## config.mk

```make
export PLATFORM = sky130hd
export DESIGN_NAME = dependency_check
export DESIGN_NICKNAME = d
export VERILOG_FILES = /design/src/rtl/dependency_check.sv
export SDC_FILE = /design/constraint.sdc
export NUM_CORES = 1
export LEC_CHECK = 0
export ABC_AREA = 1
export CORE_UTILIZATION = 49
export CTS_BUF_LIST = sky130_fd_sc_hd__clkbuf_2 sky130_fd_sc_hd__clkbuf_4 sky130_fd_sc_hd__clkbuf_8
export DETAILED_ROUTE_END_ITERATION = 12
export PLACE_DENSITY_LB_ADDON = 0.1
export SLEW_MARGIN = 20
export SYNTH_ARGS = -nofsm -noshare
export SYNTH_HDL_FRONTEND = slang
export SYNTH_SLANG_ARGS = --single-unit
```

## constraint.sdc

```tcl
create_clock -name clk -period 1.3 [get_ports clk]
set_clock_uncertainty 0.05 [all_clocks]
set_input_delay 0.195 -clock clk [delete_from_list [all_inputs] [get_ports clk]]
set_output_delay 0.195 -clock clk [all_outputs]
set_load 0.05 [all_outputs]
```

## src/rtl/dependency_check.sv

```systemverilog
// Operand-forwarding select generation from a three-deep destination scoreboard (EX/DM/WB).
// Defining DEPENDENCY_CHECK_LOAD_STALL_EN adds a combinational load-use stall with bubble insertion.
module dependency_check (
  input  logic        clk,
  input  logic        rst_n,
  input  logic [23:0] ins,
  output logic [1:0]  mux_sel_A,
  output logic [1:0]  mux_sel_B,
  output logic        imm_sel,
  output logic [7:0]  imm,
  output logic [4:0]  RW_dm,
  output logic        stall
);

  localparam int unsigned REG_W = 5;
  localparam int unsigned IMM_W = 8;
  localparam int unsigned SEL_W = 2;
  localparam int unsigned NSLOT = 3;

  localparam logic [SEL_W-1:0] SEL_RF = 2'b00;
  localparam logic [SEL_W-1:0] SEL_EX = 2'b01;
  localparam logic [SEL_W-1:0] SEL_DM = 2'b10;
  localparam logic [SEL_W-1:0] SEL_WB = 2'b11;

  logic             is_imm, no_wr, is_load;
  logic [REG_W-1:0] rw, ra, rb;

  assign is_imm  = ins[23];
  assign no_wr   = ins[22];
  assign is_load = ins[21];
  assign rw      = ins[17:13];
  assign ra      = ins[12:8];
  assign rb      = ins[7:3];

  logic [NSLOT-1:0][REG_W-1:0] slot_rw_q, slot_rw_d;
  logic [NSLOT-1:0]            slot_vld_q, slot_vld_d;
  logic [SEL_W-1:0]            sel_a_q, sel_a_d, sel_b_q, sel_b_d;
  logic                        imm_sel_q, imm_sel_d;
  logic [IMM_W-1:0]            imm_q, imm_d;
  logic [REG_W-1:0]            rw_dm_q, rw_dm_d;

  // Youngest valid producer wins; register 0 is never forwarded.
  function automatic logic [SEL_W-1:0] fwd_sel(input logic [REG_W-1:0] r,
                                               input logic [NSLOT-1:0][REG_W-1:0] rws,
                                               input logic [NSLOT-1:0] vld);
    logic [SEL_W-1:0] sel;
    sel = SEL_RF;
    if (r != '0) begin
      if (vld[0] && (rws[0] == r))      sel = SEL_EX;
      else if (vld[1] && (rws[1] == r)) sel = SEL_DM;
      else if (vld[2] && (rws[2] == r)) sel = SEL_WB;
    end
    return sel;
  endfunction

`ifdef DEPENDENCY_CHECK_LOAD_STALL_EN
  logic ld_q, ld_d;

  // Load in EX feeding a register operand of the decoding instruction.
  always_comb begin
    stall = slot_vld_q[0] & ld_q &
            ((ra == slot_rw_q[0]) | (~is_imm & (rb == slot_rw_q[0])));
  end

  always_comb begin
    ld_d = 1'b0;
    if (!stall) ld_d = is_load & ~no_wr & (rw != '0);
  end

  always_ff @(posedge clk or negedge rst_n) begin
    if (!rst_n) ld_q <= 1'b0;
    else        ld_q <= ld_d;
  end

  logic unused_ins;
  assign unused_ins = ^ins[20:18];
`else
  assign stall = 1'b0;

  logic unused_ins;
  assign unused_ins = ^{ins[21:18], is_load};
`endif

  // Slots always advance; a stall replaces the new EX entry with a bubble and holds the selects.
  always_comb begin
    slot_rw_d  = slot_rw_q;
    slot_vld_d = slot_vld_q;
    sel_a_d    = sel_a_q;
    sel_b_d    = sel_b_q;
    imm_sel_d  = imm_sel_q;
    imm_d      = imm_q;
    rw_dm_d    = slot_vld_q[0] ? slot_rw_q[0] : '0;

    slot_rw_d[2]  = slot_rw_q[1];
    slot_vld_d[2] = slot_vld_q[1];
    slot_rw_d[1]  = slot_rw_q[0];
    slot_vld_d[1] = slot_vld_q[0];

    if (stall) begin
      slot_vld_d[0] = 1'b0;
    end else begin
      slot_rw_d[0]  = rw;
      slot_vld_d[0] = ~no_wr & (rw != '0);
      sel_a_d       = fwd_sel(ra, slot_rw_q, slot_vld_q);
      sel_b_d       = is_imm ? SEL_RF : fwd_sel(rb, slot_rw_q, slot_vld_q);
      imm_sel_d     = is_imm;
      imm_d         = ins[IMM_W-1:0];
    end
  end

  always_ff @(posedge clk or negedge rst_n) begin
    if (!rst_n) begin
      slot_rw_q  <= '0;
      slot_vld_q <= '0;
      sel_a_q    <= SEL_RF;
      sel_b_q    <= SEL_RF;
      imm_sel_q  <= 1'b0;
      imm_q      <= '0;
      rw_dm_q    <= '0;
    end else begin
      slot_rw_q  <= slot_rw_d;
      slot_vld_q <= slot_vld_d;
      sel_a_q    <= sel_a_d;
      sel_b_q    <= sel_b_d;
      imm_sel_q  <= imm_sel_d;
      imm_q      <= imm_d;
      rw_dm_q    <= rw_dm_d;
    end
  end

  assign mux_sel_A = sel_a_q;
  assign mux_sel_B = sel_b_q;
  assign imm_sel   = imm_sel_q;
  assign imm       = imm_q;
  assign RW_dm     = rw_dm_q;

endmodule
```

== Yosys cells after proc, flatten, opt, wreduce, memory -nomap -nowiden ==
Index checks and enable logic that the tools add are counted.

* Add/sub/neg operators: 0
* $mul: 0
* Div/mod/pow operators: 0
* Magnitude comparators: 0
* Equality and inequality tests: 6
* Shift operators: 0
* Muxes and demuxes: 10
* Bitwise gates (word level): 2
* Reductions and logical operators: 9

{| class="wikitable"
|+ Operator list
! cell !! number
|-
| == test 5 bit || 6
|-
| 2-to-1 mux 2 bit || 9
|-
| nonzero test 5 bit || 3
|-
| logical AND 1 bit || 6
|-
| 2-to-1 mux 5 bit || 1
|-
| bitwise AND 1 bit || 1
|-
| NOT 1 bit || 1
|}

* Register bits: 36
* Latch bits: 0
* Bits in writable memories: 0
* Bits in read-only memories: 0
* Input port bits: 26
* Output and inout bits: 19
* Word-level logic and storage cells: 36
* Memories kept: 0

== Depth between registers and ports, before layout ==
Gate-level depths: netlist (run 1).

* Depth after elaboration: 7
* Mapped depth: 8
* Gate-level depth less buffers: 8

== Worst setup path before layout (run 1) ==
Ideal clock, no wire load.

* Kind: register to register
* From: reg slot_rw_q, in the netlist slot_rw_d[7]
* To: reg sel_a_q[1] (netlist: mux_sel_A[1])
* Setup time: 0.114 ns
* Arrival: 0.888 ns
* Required time: 1.136 ns
* Path slack: 0.247 ns
* Cell stages (with the launch flop): 7
* Buffers on the path: 0
* Period minus slack after synthesis: 1.053 ns
* Cell sequence: dfrtp_1 -> inv_1 -> nor2_1 -> nor3_1 -> nand3_1 -> nand2_1 -> nor2_2

* Cells in the longest elaborated chain, start to end: 4

{| class="wikitable"
|+ RTL lines
! item !! line !! text
|-
| start: declaration || 35 || <nowiki>logic [NSLOT-1:0][REG_W-1:0] slot_rw_q, slot_rw_d;</nowiki>
|-
| start signal: assignment || 121 || <nowiki>slot_rw_q <= slot_rw_d;</nowiki>
|-
| == test 5 bit || 49 || <nowiki>if (vld[0] && (rws[0] == r)) sel = SEL_EX;</nowiki>
|-
| logical AND 1 bit || 49 ||
|-
| 2-to-1 mux 2 bit || 49 ||
|-
| 2-to-1 mux 2 bit || 48 || <nowiki>if (r != '0) begin</nowiki>
|-
| via sel_a_d[1] || 37 || <nowiki>logic [SEL_W-1:0] sel_a_q, sel_a_d, sel_b_q, sel_b_d;</nowiki>
|-
| end signal: assignment || 123 || <nowiki>sel_a_q <= sel_a_d;</nowiki>
|-
| end: declaration || 37 ||
|}

The timed path passes the listed nets, and every way through them passes these cells.

== Worst setup path in the final report (run 1) ==
* From: reg slot_rw_q, in the netlist slot_rw_d[8]
* To: reg sel_a_q[1] (netlist: mux_sel_A[1])

The elaborated chain is that of the path after synthesis.

==> results of run 1 <==
timing repair:
| action | in CTS | in global routing |
|---|---|---|
| buffers inserted | 0 | 4 |
| resized for setup | 0 | 15 |
| endpoints found under the hold margin | 0 | 0 |
| endpoints found under the setup margin | 0 | 3 |
metal layers:
| metal | share of wire (%) | GRT usage [%] |
|---|---|---|
| met1 | 39 | 27.7 |
| met2 | 52 | 42.2 |
| met3 | 6.4 | 7.25 |
| met4 | 3.0 | 11.2 |
| met5 | 0 | 0 |
flip-flops by register name, summed over array words and instances (netlist names):
register and cells:
slot_rw_d 10, imm 8, RW_dm 5, slot_rw_q 5, slot_vld_q 3, mux_sel_A 2, mux_sel_B 2, imm_sel 1
metrics by stage:
step / total power [mW] / instance area, µm² / TNS (ps)
global route: 2.49 / 2370 / -14.6
floorplan: 1.46 / 1570 / 0
global placement: 1.74 / 2250 / -800
finish: 2.36 / 2370 / 0
detailed placement: 1.75 / 2250 / -972
CTS: 2.36 / 2310 / 0
layout by cell type (no fill, tap or decap), drive strengths merged:
master / count
nor2: 26
a21o: 1
dfrtp: 36
nand3: 5
nand2: 70
o21ai: 7
buf: 28
clkdlybuf4s50: 17
dlymetal6s2s: 4
clkinv: 2
inv: 35
conb: 1
a21oi: 6
clkbuf: 6
nor3: 5
nand4: 3
logic make-up (layout without fill, tap and decap cells):
group | after synthesis | after routing | synth area share (%)
buffers and inverters | 36 | 92 | 8.83
flip-flops | 36 | 36 | 57.3
other | 1 | 1 | 0.238
AND/OR/NAND/NOR | 109 | 109 | 28.6
AO/OA/AOI/OAI | 14 | 14 | 5.09
cell type report:
type,count,area (µm²),area share (%)
Multi-Input combinational cell,124,556,23.4
Clock buffer,6,51.3,2.16
Tap cell,44,55.1,2.32
Timing Repair Buffer,49,668,28.1
Sequential cell,36,902,38.0
Inverter,35,131,5.54
Clock inverter,2,10.0,0.422
worst max-delay path, delay by kind of cell, from the launching register on:
kind / cells / cell delay [ps]
flops: 1 / 440
simple gates: 4 / 360
compound gates: 1 / 180
buf+inv: 1 / 100
path summary, 6_finish.rpt:
check / start / end / cells past startpoint
setup / recovery: slot_rw_d[8]$_DFF_PN0_ / mux_sel_A[1]$_DFF_PN0_ / 6
hold / removal: ins[7] / imm[7]$_DFF_PN0_ / 1
setup reg to reg: slot_rw_d[8]$_DFF_PN0_ / mux_sel_A[1]$_DFF_PN0_ / 6
hold reg to reg: slot_rw_d[10]$_DFF_PN0_ / slot_rw_q[10]$_DFF_PN0_ / 0
max in group asynchronous: rst_n / slot_rw_d[6]$_DFF_PN0_ / 2
min in group asynchronous: rst_n / imm[7]$_DFF_PN0_ / 2
report_power, final:
group	internal [mW]	switching (mW)	leakage, nW
clock	0.257	0.354	0.0380
combinational	0.239	0.279	0.797
sequential	1.17	0.0520	0.434
total	1.67	0.684	1.27
==> metrics, run 1 <==
register area share after synthesis=a little under three fifths; CP arrival=1430 ps; CP Launch Type=flop; #FFs+latches synth=36; Gate Count Post-Synth=slightly below 200; Rows=20; yosys warns=0; pre-CTS setup slack=-260 ps; Max VDD drop=0.699 mV; IO buf count=39; Routed Antenna Nets=0; fin nets=277; CTS tree=built; Longest Clk Path Bufs=2; Final Hold Fails=0; die width=~59 µm; # Max-Cap Violations=0; final slew viol count=0; Post-synth EDFFs=0; Post-synth top cells=70 x nand2_1, 36 x dfrtp_1, 28 x inv_1, 24 x nor2_1, 7 x inv_2; Worst Setup Slack, final=63.9 ps; Die ar.=roughly 3400 µm²; Req. time, crit path=roughly 1500 ps; synth top area cells=dfrtp_1 57%, nand2_1 17%, inv_1 6.7%; crit path kind=reg -> reg; Crit path top cell by count=nand2_1; Post-route DRC=0; fin cells=296; power per cell area=992 nW/µm²; reg2reg setup slack=60 ps; Final Wtd Congestion=0.927; Placed Cells=284; Hold Worst Slack=about 34 ps; clock-pin slew on the worst setup and hold paths=around 100 ps; most common cell in the synthesized netlist=nand2_1; detailed-route wire length=roughly 3.5 mm; post-DP HPWL=between 2 and 3 mm; GRT Overall Usage=24.3%; Clock Latency Late Sink=340 ps; clock root buffer=clkbuf_4; crit path time final=roughly 1200 ps; first-pass GRT wire length=between 6 and 7 mm; Avg Inst Size Synth=8.02 µm²; drt wl/cell=between 10 and 15 µm; # IOs=between 40 and 50; number of library cell types mapped by synthesis=17; clk sinks=36; vias in the first global route=around 1400; ratio of cells with drive above 1 in the final layout=between 20% and 30%; hold crit path type=in -> reg; synth-to-layout area growth=50.9%; post-synth top area share=between 50% and 60%; CP peak stage delay=440 ps; Mapped Area=about 1600 µm²; Peak Freq=0.809 GHz; total number of vias=between 1000 and 1500; Initial Util=between 50% and 60%; Synth area leader=dfrtp_1; initial antenna violation count=0; Synth async-reset ratio=100%; crit end category=flop; Die H=around 59 µm; worst path cell trace=inv_1 > nand2_1 > a21oi_2 > nand3_1 > nand2_1 > nor2_2; CTS Hold Bufs=0; fin crit share=between 90% and 100%; Max stage delay cell, worst path=dfrtp_1; Setup-failing EPs final=0; ant diodes=0; Filler cells=between 200 and 250; H-tree levels=2; core area=3050 µm²; largest net degree at the start of global routing=37; Syn Nets=222; GRT overflow=0; fin util=~80%; LEAKAGE=~1.3 nW; drt first-iter violations=between 100 and 150; Avg Vias per Cell=approximately 4.8; status=complete, no violations; RSZ-0062 raised after global routing=true; CP Max Fanout=5; Primary FF master, synth=dfrtp_1; CTS buffer count=5; first drt pass iteration count=5
(Power assumes the default switching activity.)
==> run 2, diff against run 1 <==
--- a/config.mk
+++ b/config.mk
@@ -6,6 +6,7 @@
 export NUM_CORES = 1
 export LEC_CHECK = 0
 export ABC_AREA = 1
+export CORE_MARGIN = 10
 export CORE_UTILIZATION = 49
 export CTS_BUF_LIST = sky130_fd_sc_hd__clkbuf_2 sky130_fd_sc_hd__clkbuf_4 sky130_fd_sc_hd__clkbuf_8
 export DETAILED_ROUTE_END_ITERATION = 12
==> metrics, run 2 (synthesized netlist as in run 1, its figures left out) <==
drt wl/cell=14.0 µm (+19%); Filler cells=222 (-0.45%); Metal-1 WL=1.55 mm (+14%); crit path kind=reg -> reg; CTS tree=built; core area=3050 µm² (unchanged); CP Launch Type=flop; Longest Clk Path Bufs=2 (unchanged); clock root buffer=clkbuf_4; # IOs=45 (unchanged); WP depth=6 (unchanged); hold crit path type=in -> reg; most common cell after layout, fill and taps aside=nand2_1; fin nets=277 (unchanged); total power=2.37 mW (+0.74%); drt first-iter violations=109 (+3.8%); Peak Freq=0.834 GHz (+3.1%); crit path time final=1200 ps (-37.1 ps); LEAKAGE=1.29 nW (+1.5%); commonest cells after routing, fill and taps aside=69 x nand2_1, 35 x dfrtp_1, 26 x inv_1, 22 x nor2_1, 19 x buf_12; CP peak stage delay=440 ps (about the same); Initial Util=51.5% (unchanged); first-pass GRT wire length=6.86 mm (+12%); metal3 WL=292 µm (+32%); Setup-failing EPs final=0 (unchanged); Placed Cells=285 (+0.35%); r2r startpoint=slot_rw_d[9]$_DFF_PN0_; Req. time, crit path=1500 ps (about the same); Final Wtd Congestion=0.897 (-3.2%); IO buf count=39 (unchanged); Avg Vias per Cell=4.83 (+0.42%); CTS Hold Bufs=0 (unchanged); detailed-route wire length=4.16 mm (+19%); total number of vias=1429 (+0.42%); Routed Antenna Nets=0 (unchanged); Hold Worst Slack=40.2 ps (+6.11 ps); first drt pass iteration count=7 (+2); Die H=76.7 µm (+31%); crit end category=flop; WP buf/inv=1 (unchanged); final slew viol count=0 (unchanged); clock-pin slew on the worst setup and hold paths=110 ps (about the same); reg2reg setup slack=100 ps (+40 ps); GRT overflow=0 (unchanged); ant diodes=0 (unchanged); Max stage delay cell, worst path=dfrtp_1; reg2reg end=mux_sel_A[1]$_DFF_PN0_; worst path cell trace=inv_1 > o21ai_1 > a21oi_2 > nand3_1 > nand2_1 > nor2_2; Largest register FFs=10 (unchanged); die width=76.7 µm (+31%); fin crit share=92.2% (-2.9 points); Worst Setup EP=mux_sel_A[1]$_DFF_PN0_; power per cell area=1000 nW/µm² (+0.79%); Worst Setup Slack, final=101 ps (+37.1 ps); worst setup path start=slot_rw_d[9]$_DFF_PN0_; CP delay by family, top=flip-flops; Clock Latency Late Sink=340 ps (about the same); fin cells=296 (unchanged); DR WL met2=2.29 mm (+26%); pre-CTS setup slack=-280 ps (-20.5 ps); H-tree levels=2 (unchanged); vias in the first global route=1504 (+5.0%); largest net degree at the start of global routing=37 (unchanged); Post-route DRC=0 (unchanged); max layer used=met4; synth-to-layout area growth=50.8% (about the same); clk sinks=36 (unchanged); Final Hold Fails=0 (unchanged); initial antenna violation count=0 (unchanged); R2R depth=6 (unchanged); fin util=77.7% (about the same); Rows=20 (unchanged); post-DP HPWL=3.31 mm (+25%); CTS buffer count=5 (unchanged); Max VDD drop=0.871 mV (+25%); GRT Overall Usage=14.4% (-9.9 points); CP Max Fanout=5 (unchanged); status=complete, no violations; # Max-Cap Violations=0 (unchanged); Die ar.=5880 µm² (+71%); CP arrival=1390 ps (-40 ps); ratio of cells with drive above 1 in the final layout=22.2% (-0.79 points)
run 2: changes by cell type in the layout (fill, tap and decap cells not counted):
cell,previous run,this run
clkdlybuf4s50_1,17,15
dlymetal6s2s_1,4,6
a21oi_1,2,3
a21oi_2,4,3
inv_1,25,26
inv_2,10,9
nand2_1,70,69
nand2_2,0,1
nand3_1,4,5
nand3_2,1,0
o21ai_0,3,2
o21ai_1,4,5
run 2: per-stage QoR:
step                      TNS, ps  area (µm²)
after global placement       -834        2260
after global routing        -29.5        2370
after CTS                       0        2320
after detailed placement    -1070        2260
after floorplan                 0        1570
final                           0        2370
run 2: power by group:
group	total [mW]	internal, mW	leakage (nW)	switching (mW)
Clock	0.626	0.257	0.0380	0.369
Combinational	0.521	0.238	0.816	0.283
Sequential	1.23	1.18	0.434	0.0509
run 2: layer usage:
layer  global-route usage, %  vias to the layer above
met4                    3.90                        0
met3                    5.13                        5
met5                       0                        -
met2                    26.9                       43
li1                        -                      696
met1                    14.8                      685
run 2: cell type report:
| type | count | area [µm²] | share of cell area [%] |
|---|---|---|---|
| Clock buffer | 6 | 51.3 | 2.16 |
| Clock inverter | 2 | 10.0 | 0.422 |
| Inverter | 35 | 131 | 5.54 |
| Multi-Input combinational cell | 124 | 549 | 23.2 |
| Sequential cell | 36 | 902 | 38.0 |
| Tap cell | 44 | 55.1 | 2.32 |
| Timing Repair Buffer | 49 | 673 | 28.4 |
run 2: worst min-delay path by stage:
stage,startpoint,to,slack [ps],cells past startpoint
finish,ins[7],imm[7]$_DFF_PN0_,40,1
global route,ins[7],imm[7]$_DFF_PN0_,20,1
CTS,rst_n,slot_rw_d[11]$_DFF_PN0_,180,2
detailed placement,slot_rw_d[12]$_DFF_PN0_,slot_rw_q[12]$_DFF_PN0_,350,0
global placement,slot_rw_d[12]$_DFF_PN0_,slot_rw_q[12]$_DFF_PN0_,340,0
floorplan,rst_n,RW_dm[0]$_DFF_PN0_,-150,0
run 2: worst reg2reg max path, cell delays in order, from the launching register on:
cell	delay (ps)
dfrtp_1	440
inv_1	90
o21ai_1	90
a21oi_2	150
nand3_1	140
nand2_1	110
nor2_2	40
run 2: repair_timing:
item,CTS,global route
gates resized for setup,0,16
setup endpoints to repair,0,4
setup buffers,0,3
endpoints found under the hold margin,0,0
